## config.mk

```make
export PLATFORM = sky130hd
export DESIGN_NAME = rr_mux_n
export DESIGN_NICKNAME = d
export VERILOG_FILES = /design/src/rtl/rr_mux_n.sv
export SDC_FILE = /design/constraint.sdc
export NUM_CORES = 1
export LEC_CHECK = 0
export BUFFER_PORTS_ARGS = -buffer_cell sky130_fd_sc_hd__buf_4
export CAP_MARGIN = 25
export CELL_PAD_IN_SITES_DETAIL_PLACEMENT = 0
export CELL_PAD_IN_SITES_GLOBAL_PLACEMENT = 1
export CORE_MARGIN = 4
export CORE_UTILIZATION = 33
export DETAILED_ROUTE_END_ITERATION = 10
export PLACE_DENSITY = 0.81
export SLEW_MARGIN = 40
export SYNTH_ARGS = -nofsm -noshare
export SYNTH_HDL_FRONTEND = slang
export SYNTH_SLANG_ARGS = --single-unit
```

## constraint.sdc

```tcl
create_clock -name clk -period 5.8 [get_ports clk]
set_clock_uncertainty 0.15 [all_clocks]
set_input_delay 1.16 -clock clk [delete_from_list [all_inputs] [get_ports clk]]
set_output_delay 1.16 -clock clk [all_outputs]
set_load 0.005 [all_outputs]
```

## src/rtl/rr_mux_n.sv

```systemverilog
// rr_mux_n: N-channel registered mux with fixed-select or round-robin grant and valid/ready handshakes
module rr_mux_n #(
    parameter int W  = 16,
    parameter int N  = 8,
    parameter int SW = 3
) (
    input  logic           clk,
    input  logic           rst_n,
    input  logic           mode,
    input  logic [SW-1:0]  s,
    input  logic [N*W-1:0] in_data,
    input  logic [N-1:0]   in_valid,
    output logic [N-1:0]   in_ready,
    output logic [W-1:0]   out_data,
    output logic [SW-1:0]  out_ch,
    output logic           out_valid,
    input  logic           out_ready
);
    logic [SW-1:0]  ptr, gnt;
    logic           gnt_ok, accept, xfer;
    logic [W-1:0]   sel_data;
    logic [2*N-1:0] rot;
    int             j;

    assign accept = !out_valid || out_ready;
    assign xfer   = accept && gnt_ok;

    // rot[i] is the valid of channel (ptr+i) mod N; scanning down lets the channel nearest ptr win
    always_comb begin
        gnt_ok = 1'b0;
        gnt    = '0;
        j      = 0;
        rot    = {in_valid, in_valid} >> ptr;
        for (int i = N - 1; i >= 0; i--) begin
            j = int'(ptr) + i;
            j = (j >= N) ? j - N : j;
            if (mode && rot[i]) begin
                gnt_ok = 1'b1;
                gnt    = SW'(j);
            end
            if (!mode && int'(s) == i && in_valid[i]) begin
                gnt_ok = 1'b1;
                gnt    = SW'(i);
            end
        end
    end

    always_comb begin
        sel_data = '0;
        in_ready = '0;
        for (int k = 0; k < N; k++) begin
            sel_data    = (int'(gnt) == k) ? in_data[k*W +: W] : sel_data;
            in_ready[k] = rst_n && xfer && int'(gnt) == k;
        end
    end

    always_ff @(posedge clk or negedge rst_n) begin
        if (!rst_n) begin
            out_valid <= 1'b0;
            out_data  <= '0;
            out_ch    <= '0;
            ptr       <= '0;
        end else begin
            if (xfer) begin
                out_data <= sel_data;
                out_ch   <= gnt;
            end
            if (accept)
                out_valid <= xfer;
            if (xfer && mode)
                ptr <= (int'(gnt) == N - 1) ? '0 : gnt + 1'b1;
        end
    end
endmodule

```

Yosys cells after proc, flatten, opt, wreduce, memory -nomap -nowiden
Index checks and enable logic that the tools add are counted.

storage, ports and cells
  input port bits = 143
  logic and storage cells = 132
  output and inout bits = 28
  register bits = 23

cells by class
  order comparisons = 8
  $add $sub $neg = 16
  reductions and logical operators = 40
  equal/unequal tests = 14
  mux-type cells = 49
  shift-type cells = 1

operator list
  cell                   count
  $mux W16               8
  $mux W3                25
  $logic_and A1 B1 Y1    35
  $ge A4 B4 Y1 const B   7
  $eq A3 B3 Y1 const B   8
  $sub A3 B1 Y3 const B  8
  $add A3 B3 Y4 const B  4
  $mux W1                16
  $shr A16 B3 Y8         1
  $eq A3 B2 Y1 const B   4
  $add A3 B2 Y4 const B  2
  $eq A3 B1 Y1 const B   2
  $logic_not A3 Y1       2
  $add A3 B1 Y4 const B  1
  $ge A3 B4 Y1 const B   1
  $add A3 B1 Y3 const B  1
  $logic_not A1 Y1       2
  $logic_or A1 B1 Y1     1

Longest topological paths before layout
Gate-level depths: netlist (run 1).

  word-level depth = 28
  mapped depth = 20
  gate-level depth less buffers = 15

Worst setup path after synthesis (run 1)
Ideal clock, no wire load.

  path kind = in2out
  start point = input in_valid[0]
  end point = output in_ready[7]
  buffers on the path = 2
  data arrival time = 3,897 ps
  cell stages on the path = 12
  path slack = 593 ps
  required time = 4,490 ps
  path through = mux4_2 > mux2_2 > a21oi_1 > o21a_1 > a21oi_1 > o41a_1 > inv_1 > ha_1 > ha_1 > buf_1 > clkbuf_1 > and3_1

between the ends
  elaborated cells on any way between the ends = 46
  those cells by class = eq/ne: 1; shift: 1; mux: 32; reduce/logical: 12

RTL lines
  element                RTL line  text
  start, declared        12        input logic [N-1:0] in_valid,
  $shr A16 B3 Y8         33        rot = {in_valid, in_valid} >> ptr;
  $logic_and A1 B1 Y1    37        if (mode && rot[i]) begin
  $mux W3                37
  $mux W3                41        if (!mode && int'(s) == i && in_valid[i]) begin
  $mux W3                37
  $mux W3                41
  $mux W3                37
  $mux W3                41
  (+5 left out)          n/a
  $mux W3                41
  $mux W3                37
  $mux W3                41
  $mux W3                37
  $mux W3 *              41
  named net gnt[0]       19        logic [SW-1:0] ptr, gnt;
  $eq A3 B1 Y1 *         53        in_ready[k] = rst_n && xfer && int'(gnt) == k;
  $logic_and A1 B1 Y1 *  53
  end, declared          13        output logic [N-1:0] in_ready,

The timed path passes the listed nets; every way through them passes the cells marked *.

Final worst setup path (run 1)
  start point = input in_valid[6]
  end point = output in_ready[1]

between the ends
  elaborated cells on any way between the ends = 46
  those cells by class = eq/ne: 1; shift: 1; mux: 32; reduce/logical: 12

RTL lines
  element                RTL line
  $shr A16 B3 Y8         33
  $logic_and A1 B1 Y1    37
  $mux W3                37
  $mux W3                41
  $mux W3                37
  $mux W3                41
  $mux W3                37
  $mux W3                41
  (+5 left out)          n/a
  $mux W3                41
  $mux W3                37
  $mux W3                41
  $mux W3 *              37
  $mux W3 *              41
  named net gnt[0]       19
  $eq A3 B2 Y1 *         53
  $logic_and A1 B1 Y1 *  53

Marks and branches as above.

==> results summary, run 1 <==
The run finished with clean final reports. Global routing finished with a remaining overflow of 0. The final setup TNS is 0 ps. Along the worst path, the maximum fanout reaches 9. The floorplan step defined a die boundary enclosing 11,700 sq um. The share of synthesized flip-flops with an asynchronous set or reset came out at 100%. The count of pins over their slew limit came out at 0. The number of antenna violations at the first check in global routing was 0. The number of warning messages in the yosys log is 0. The clock latency on the worst-skew pair is 270 ps.

The post-detailed-route count of antenna-violating nets came out at 0. The detailed router placed 3,885 vias in this run. The type of origin of the critical path is a primary input. The switching share of power came out at 52.4%. The cell count after synthesis came out at 388. The relative slew slack came out at approximately three fifths. The overall die width is 108 um. The repair_antennas step left the layout with diodes totalling 0. The buffer type at the clock tree root is sky130_fd_sc_hd__clkbuf_8. The fraction of power consumed by sequential logic is 9.9%. The clock input transition at the sequential cells of the worst setup and hold paths came out at 80 ps. The relative area change from synthesis to final layout came out at 44.3%. The final weighted congestion in routability-driven placement came out at roughly 0.95. The largest total area in the synthesized netlist belongs to sky130_fd_sc_hd__dfrtp_1. TritonCTS built the clock tree. The area used by sequential logic in the layout came out at 576 sq um. The logic gate share of total power came out at 87.0%. Summed over all cells, the static leakage comes to 2.10 nW.

In this run the cell area of the synthesized design comes to 3320 sq um. The maximum number of pins on one net before global-route repair came out at 36. The cell with the most instances after synthesis is sky130_fd_sc_hd__o21ai_0. STA classifies the critical path endpoint as a primary output. The number of H-tree levels is 1.

The maximum VDD drop is 0.397 mV. The final hold slack came out at 396 ps. The number of nets in the synthesized netlist is 539. The global-route usage over all layers came out at 22.4%. The core region is 9770 sq um. The post-detailed-route via-to-cell ratio is 5.78.

Sorting the synthesized cells by area gives the leading types as sky130_fd_sc_hd__dfrtp_1 17%, sky130_fd_sc_hd__mux4_2 8.1%, sky130_fd_sc_hd__mux2i_1 7.8%. The type of the tightest min-delay check is flop to flop. The wire length of the first global-routing pass came out at 20,800 um. Setup repair after global routing left no endpoint under its margin. The number of distinct library cell variants in the gate-level netlist after synthesis came out at 58.

The data required time at the worst endpoint is 4490 ps. The part of the total power dissipated in the clock network is 3.1%. The per-cell routed wire length is approximately 20 um. The largest buffer count on any clock path is 2.

For this run, design rule violations remaining after detail routing come to 0. The register bit count reported by yosys is 23. The post-layout worst setup margin is 332 ps.

The wire length after detailed routing came out at ~14,000 um. The final setup violation count came out at 0. The worst setup path category is primary input to primary output.

The total half-perimeter wirelength after legalization and detailed placement is between 10,000 and 15,000 um. The height of the die is 108 um. The multi-input logic area came out at 2580 sq um. The clock buffer count from CTS came out at 3. The part of the Yosys area used for sequential elements came out at 17.3%. The first routing iteration left 205 violations. The tool flagged a number of max-cap violations equal to 0. For this run, the detailed router's first-pass iteration total came to 5.

CTS saw 23 sinks. The post-route core utilization is 49.0%. The number of global-route vias before repair is 3,971. The number of placement rows came out at 36. The number of enable-type register cells in the synthesized netlist is 0.

The prevailing post-synth register cell is sky130_fd_sc_hd__dfrtp_1. The total power per unit cell area is 705 nW/um^2. The number of endpoints with negative hold slack in the final report came to 0.

The worst setup slack before clock tree synthesis is approximately 200 ps. Dividing the synthesized area by the synthesized cell count gives 8.55 sq um. The filler cell count came out at 945.

The upper clock frequency limit is between 0.15 and 0.2 GHz. The transition time of the tightest slew-check pin is 618 ps. The number of hold buffers added after cts is 0. The share of the synthesized area in the top cell type came out at 17.3%.

The number of nets in the finished design is 691. By count the netlist is led by 30 x sky130_fd_sc_hd__o21ai_0, 26 x sky130_fd_sc_hd__mux2i_1, 23 x sky130_fd_sc_hd__clkbuf_1, 23 x sky130_fd_sc_hd__dfrtp_1, 22 x sky130_fd_sc_hd__nor2_1. Data on the critical path arrives at its endpoint at 4160 ps. In the finished design, the share of the clock period the worst path needs comes to a little over nine tenths.

The minimum clock period after layout came out at 5470 ps. The fraction of final layout cells with drive strength greater than 1 came out at 40.8%. The total net switching power came out at 1.77 mW. The starting utilization of the core area came out at between 30% and 40%. The I/O pin count is around 170. The post-layout total power came out at 3.37 mW.

The cell-internal power came out at ~1.6 mW. The count of port buffers added during placement is between 150 and 200.
sequential cells by signal, summed over array words and instances (netlist names):
signal     count
out_valid      1
out_ch         3
ptr            3
out_data      16
cell families after synthesis:
group	share of synthesized area, %
multiplexers	18.0
buffers and inverters	6.56
adder cells (fa/ha/maj)	3.02
flip-flops	17.3
AO/OA/AOI/OAI	37.2
AND/OR/NAND/NOR	17.6
XOR/XNOR	0.264
power by group through the flow:
stage                     logic [mW]  clock network, mW  registers, mW
after floorplan                 2.10                  0          0.306
after global placement          2.87                  0          0.334
after detailed placement        2.90                  0          0.338
after CTS                       2.91              0.107          0.335
after global routing            3.22              0.114          0.347
final                           2.94              0.105          0.333
stage by stage:
step | instance area (sq um) | std cells
floorplan | 3320 | 388
global placement | 4720 | 668
detailed placement | 4730 | 668
CTS | 4770 | 672
global route | 4790 | 672
finish | 4790 | 672
cell usage in the layout, fill, tap and decap left out, types with 8 or more instances in the layout:
cell | netlist | routed
sky130_fd_sc_hd__o221ai_1 | 18 | 18
sky130_fd_sc_hd__nand3b_1 | 18 | 18
sky130_fd_sc_hd__a31oi_1 | 18 | 17
sky130_fd_sc_hd__dfrtp_1 | 23 | 23
sky130_fd_sc_hd__inv_1 | 8 | 8
sky130_fd_sc_hd__mux2i_1 | 26 | 26
sky130_fd_sc_hd__o211ai_1 | 17 | 17
sky130_fd_sc_hd__nand2_1 | 15 | 15
sky130_fd_sc_hd__a221o_1 | 16 | 16
sky130_fd_sc_hd__o21ai_0 | 30 | 30
sky130_fd_sc_hd__a22o_1 | 16 | 16
sky130_fd_sc_hd__buf_4 | 5 | 184
sky130_fd_sc_hd__nor2_1 | 22 | 21
sky130_fd_sc_hd__o21a_1 | 18 | 18
sky130_fd_sc_hd__mux4_2 | 12 | 12
layout make-up:
class / instances / share of cell area [%]
Timing Repair Buffer: 184 / 28.8
Sequential cell: 23 / 12.0
Inverter: 11 / 0.914
Clock buffer: 4 / 0.940
Multi-Input combinational cell: 317 / 53.8
Tap cell: 133 / 3.47
critical path: stages:
cell                       delay (ps)
sky130_fd_sc_hd__buf_4            140
sky130_fd_sc_hd__mux4_2           500
sky130_fd_sc_hd__a22oi_1          300
sky130_fd_sc_hd__nand2_1          170
sky130_fd_sc_hd__or2_2            310
sky130_fd_sc_hd__o41a_1           490
sky130_fd_sc_hd__inv_1            130
sky130_fd_sc_hd__ha_2             310
sky130_fd_sc_hd__clkinv_1         240
sky130_fd_sc_hd__nor3_2           250
sky130_fd_sc_hd__buf_4            140
routing by layer:
layer	GRT usage (%)	routed length [um]
met1	28.7	5450
met2	36.9	6550
met4	7.12	431
met3	5.67	1110
met5	0	0
final timing paths:
check | from | endpoint | slack [ps] | cells past startpoint
worst max-delay path | in_valid[6] | in_ready[1] | 330 | 11
min in group asynchronous | rst_n | out_data[11] | 640 | 1
worst min-delay path | out_ch[2] | out_ch[2] | 400 | 1
worst max register to register | ptr[0] | out_data[14] | 920 | 15
max in group asynchronous | rst_n | ptr[1] | 4610 | 1
worst min register to register | out_ch[2] | out_ch[2] | 400 | 1
repair_timing:
item / 4_1_cts / 5_1_grt
hold endpoints to repair: 0 / 0
buffers inserted: 0 / 0
setup endpoints to repair: 0 / 2
resized for setup: 0 / 2
(Power assumes the default switching activity.)
==> run 2, diff against run 1 <==
--- a/config.mk
+++ b/config.mk
@@ -11,6 +11,7 @@
 export CELL_PAD_IN_SITES_GLOBAL_PLACEMENT = 1
 export CORE_MARGIN = 4
 export CORE_UTILIZATION = 33
+export CTS_BUF_LIST = sky130_fd_sc_hd__clkbuf_8
 export DETAILED_ROUTE_END_ITERATION = 10
 export PLACE_DENSITY = 0.81
 export SLEW_MARGIN = 40
==> run 2 against run 1 <==
Non-clock buffer count is the same. Utilization is the same. Sequential cell count is the same. Total power is essentially flat. Highest routed layer unchanged. Clock power is essentially flat. Global-route usage is the same. Register-to-register slack is essentially flat. Sequential power is essentially flat. Largest power group unchanged.
==> results summary, run 2 (synthesis results as in run 1) <==
The flow ran to the end, and the final reports show no timing, DRC or antenna violations. The total power per unit cell area came out at 704 nW/um^2 (about the same). The arrival time of the worst setup path came to 4160 ps (about the same).

The number of hold buffers added after cts is 0 (unchanged). The total buffers and inverters traversed by the critical path is 4 (unchanged). The number of H-tree levels is 1 (unchanged).

The data required time at the worst endpoint came to 4490 ps (about the same). The starting utilization of the core area came out at 33.9% (unchanged). The routed length on met1 is 5430 um (-0.29%).

The I/O pin count came to 171 (unchanged). The clock latency on the worst-skew pair came to 270 ps (about the same). The flop-to-flop setup slack came out at 920 ps (about the same). The core box area was 9770 sq um (unchanged). The per-cell routed wire length came to 20.1 um (about the same).

The count of pins over their slew limit is 0 (unchanged). Setup repair after global routing left no endpoint under its margin. The number of endpoints with negative hold slack in the final report is 0 (unchanged).

The dominant delay contributor by cell family on the critical path is compound AO/OA/AOI/OAI gates. The total half-perimeter wirelength after legalization and detailed placement came to 11,100 um (unchanged). The count of clock tree sinks is 23 (unchanged). The flip-flop count of the largest register, all copies and words added is 16 (unchanged). TritonCTS built the clock tree. The most common cell type on the critical path is sky130_fd_sc_hd__buf_4.

The number of gates given a new drive strength after cts came out at 0 (unchanged). The ratio of final minimum period to clock period is 94.3% (about the same). The height of the die is 108 um (unchanged). The signal on the critical path passes through buf_4 -> mux4_2 -> a22oi_1 -> nand2_1 -> or2_2 -> o41a_1 -> inv_1 -> ha_2 -> clkinv_1 -> nor3_2 -> buf_4. The clock input transition at the sequential cells of the worst setup and hold paths is 80 ps (about the same). The post-detailed-route count of antenna-violating nets came out at 0 (unchanged).

The slowest stage of the critical path is the sky130_fd_sc_hd__mux4_2 cell. The relative area change from synthesis to final layout is 44.3% (unchanged). The critical path's largest stage delay was 500 ps (about the same). The clock buffer count from CTS is 3 (unchanged). The kind of end point of the critical path is a primary output.

The number of nets in the finished design is 691 (unchanged). The peak fanout along the critical path is 9 (unchanged). The post-route core utilization was 49.0% (unchanged). The total leakage power is 2.11 nW (+0.20%).

The maximum VDD drop was 0.397 mV (about the same). The number of cells in the finished layout apart from fillers came to 672 (unchanged). The final setup TNS was 0 ps (unchanged). The wire length after detailed routing came out at 13,500 um (about the same).

The largest registers in the layout are out_data x16, out_ch x3, ptr x3. The maximum number of pins on one net before global-route repair is 36 (unchanged). The top cell types in the final layout, fill and taps aside, are 184 x sky130_fd_sc_hd__buf_4, 30 x sky130_fd_sc_hd__o21ai_0, 26 x sky130_fd_sc_hd__mux2i_1, 23 x sky130_fd_sc_hd__dfrtp_1, 21 x sky130_fd_sc_hd__nor2_1. The tightest min-delay check is of the flop to flop type. The number of antenna violations at the first check in global routing came out at 0 (unchanged). Leaving out fill and tap cells, the most frequent cell in the layout is sky130_fd_sc_hd__buf_4. The cell total after placement came out at 668 (unchanged). The global-route usage over all layers is 22.4% (unchanged). The final setup violation count is 0 (unchanged). The count of port buffers added during placement came out at 170 (unchanged). The upper clock frequency limit is 0.183 GHz (about the same).

The post-detailed-route via-to-cell ratio came out at 5.79 (+0.13%). The DRC violation count after routing is 0 (unchanged). STA classifies the critical path startpoint as a primary input. The final hold slack is 396 ps (-0.0120 ps). The max-capacitance violation count was 0 (unchanged). The number of iterations in the first detailed-routing pass was 5 (unchanged). The transition time of the tightest slew-check pin is 618 ps (+0.0815 ps).

The routed wire length on met2 came out at 6560 um (+0.18%). The number of vias after detailed routing came out at 3,890 (+0.13%). out_data holds more flip-flops than any other register. The minimum clock period after layout came to 5470 ps (-0.163 ps).

The total length of routed met3 wires came out at 1120 um (+1.3%). The number of global-route vias before repair came out at 3,971 (unchanged). The overflow left after global routing is 0 (unchanged). The number of placement rows came out at 36 (unchanged). The wire length of the first global-routing pass is 20,800 um (unchanged). The buffer type at the clock tree root is sky130_fd_sc_hd__clkbuf_8.

The filler cell count is 945 (unchanged). The buffers inserted during post-CTS setup optimization came out at 0 (unchanged). The largest buffer count on any clock path is 2 (unchanged).

The relative slew slack came out at 58.8% (about the same). The fraction of final layout cells with drive strength greater than 1 is 40.8% (unchanged). The worst setup path category is primary input to primary output. The antenna diode count is 0 (unchanged). The number of DRC markers after the initial detailed-route iteration is 205 (unchanged). The final weighted congestion in routability-driven placement came to 0.955 (unchanged). The die outline area came out at 11,700 sq um (unchanged). After detailed routing, no signal wire sits above met4. The overall die width was 108 um (unchanged).
-- run 2: cell count changes in the layout (fill, tap and decap cells not counted), sizes merged --
cell / change
clkbuf: -1
inv: +1
-- run 2: power by group --
part	internal, mW	switching (mW)
Sequential	0.255	0.0779
Combinational	1.30	1.64
Clock	0.0474	0.0558
Total	1.60	1.77
-- run 2: cell type report --
cell class	instances	area, sq um	share of cell area [%]
inverter	11	43.8	0.914
clock buffer	3	41.3	0.862
tap	133	166	3.47
timing repair buffer	184	1380	28.8
sequential	23	576	12.0
multi-input combinational	317	2580	53.8
clock inverter	1	3.75	0.0784
-- run 2: metal layers --
| layer | track usage (%) | up-vias |
|---|---|---|
| li1 | - | 1850 |
| met1 | 28.7 | 1830 |
| met2 | 36.9 | 180 |
| met3 | 5.67 | 30 |
| met4 | 7.12 | 0 |
| met5 | 0 | - |
-- run 2: worst register-to-register path: stages, from the launching register on --
cell and delay, ps:
sky130_fd_sc_hd__dfrtp_1 650, sky130_fd_sc_hd__buf_4 300, sky130_fd_sc_hd__mux2i_1 160, sky130_fd_sc_hd__mux4_2 510
sky130_fd_sc_hd__nor2_4 230, sky130_fd_sc_hd__nand2_1 80, sky130_fd_sc_hd__o21ai_0 70, sky130_fd_sc_hd__nand3_1 100
sky130_fd_sc_hd__o31ai_1 490, sky130_fd_sc_hd__inv_1 120, sky130_fd_sc_hd__ha_1 230, sky130_fd_sc_hd__ha_1 300
sky130_fd_sc_hd__a311oi_1 490, sky130_fd_sc_hd__o2111ai_4 440, sky130_fd_sc_hd__o221ai_1 340, sky130_fd_sc_hd__a31oi_1 80
-- run 2: final timing paths --
path | startpoint | end | depth (start not counted)
setup / recovery | in_valid[6] | in_ready[1] | 11
hold reg to reg | out_ch[2] | out_ch[2] | 1
min in group asynchronous | rst_n | out_data[11] | 1
setup reg to reg | ptr[0] | out_data[14] | 15
hold / removal | out_ch[2] | out_ch[2] | 1
max in group asynchronous | rst_n | ptr[1] | 1
-- run 2: through the flow --
step                area (sq um)  power, mW  worst slack, ps
global placement            4720       3.21              304
finish                      4790       3.37              333
CTS                         4770       3.35              184
detailed placement          4730       3.24              196
floorplan                   3320       2.41              593
global route                4790       3.68             85.1
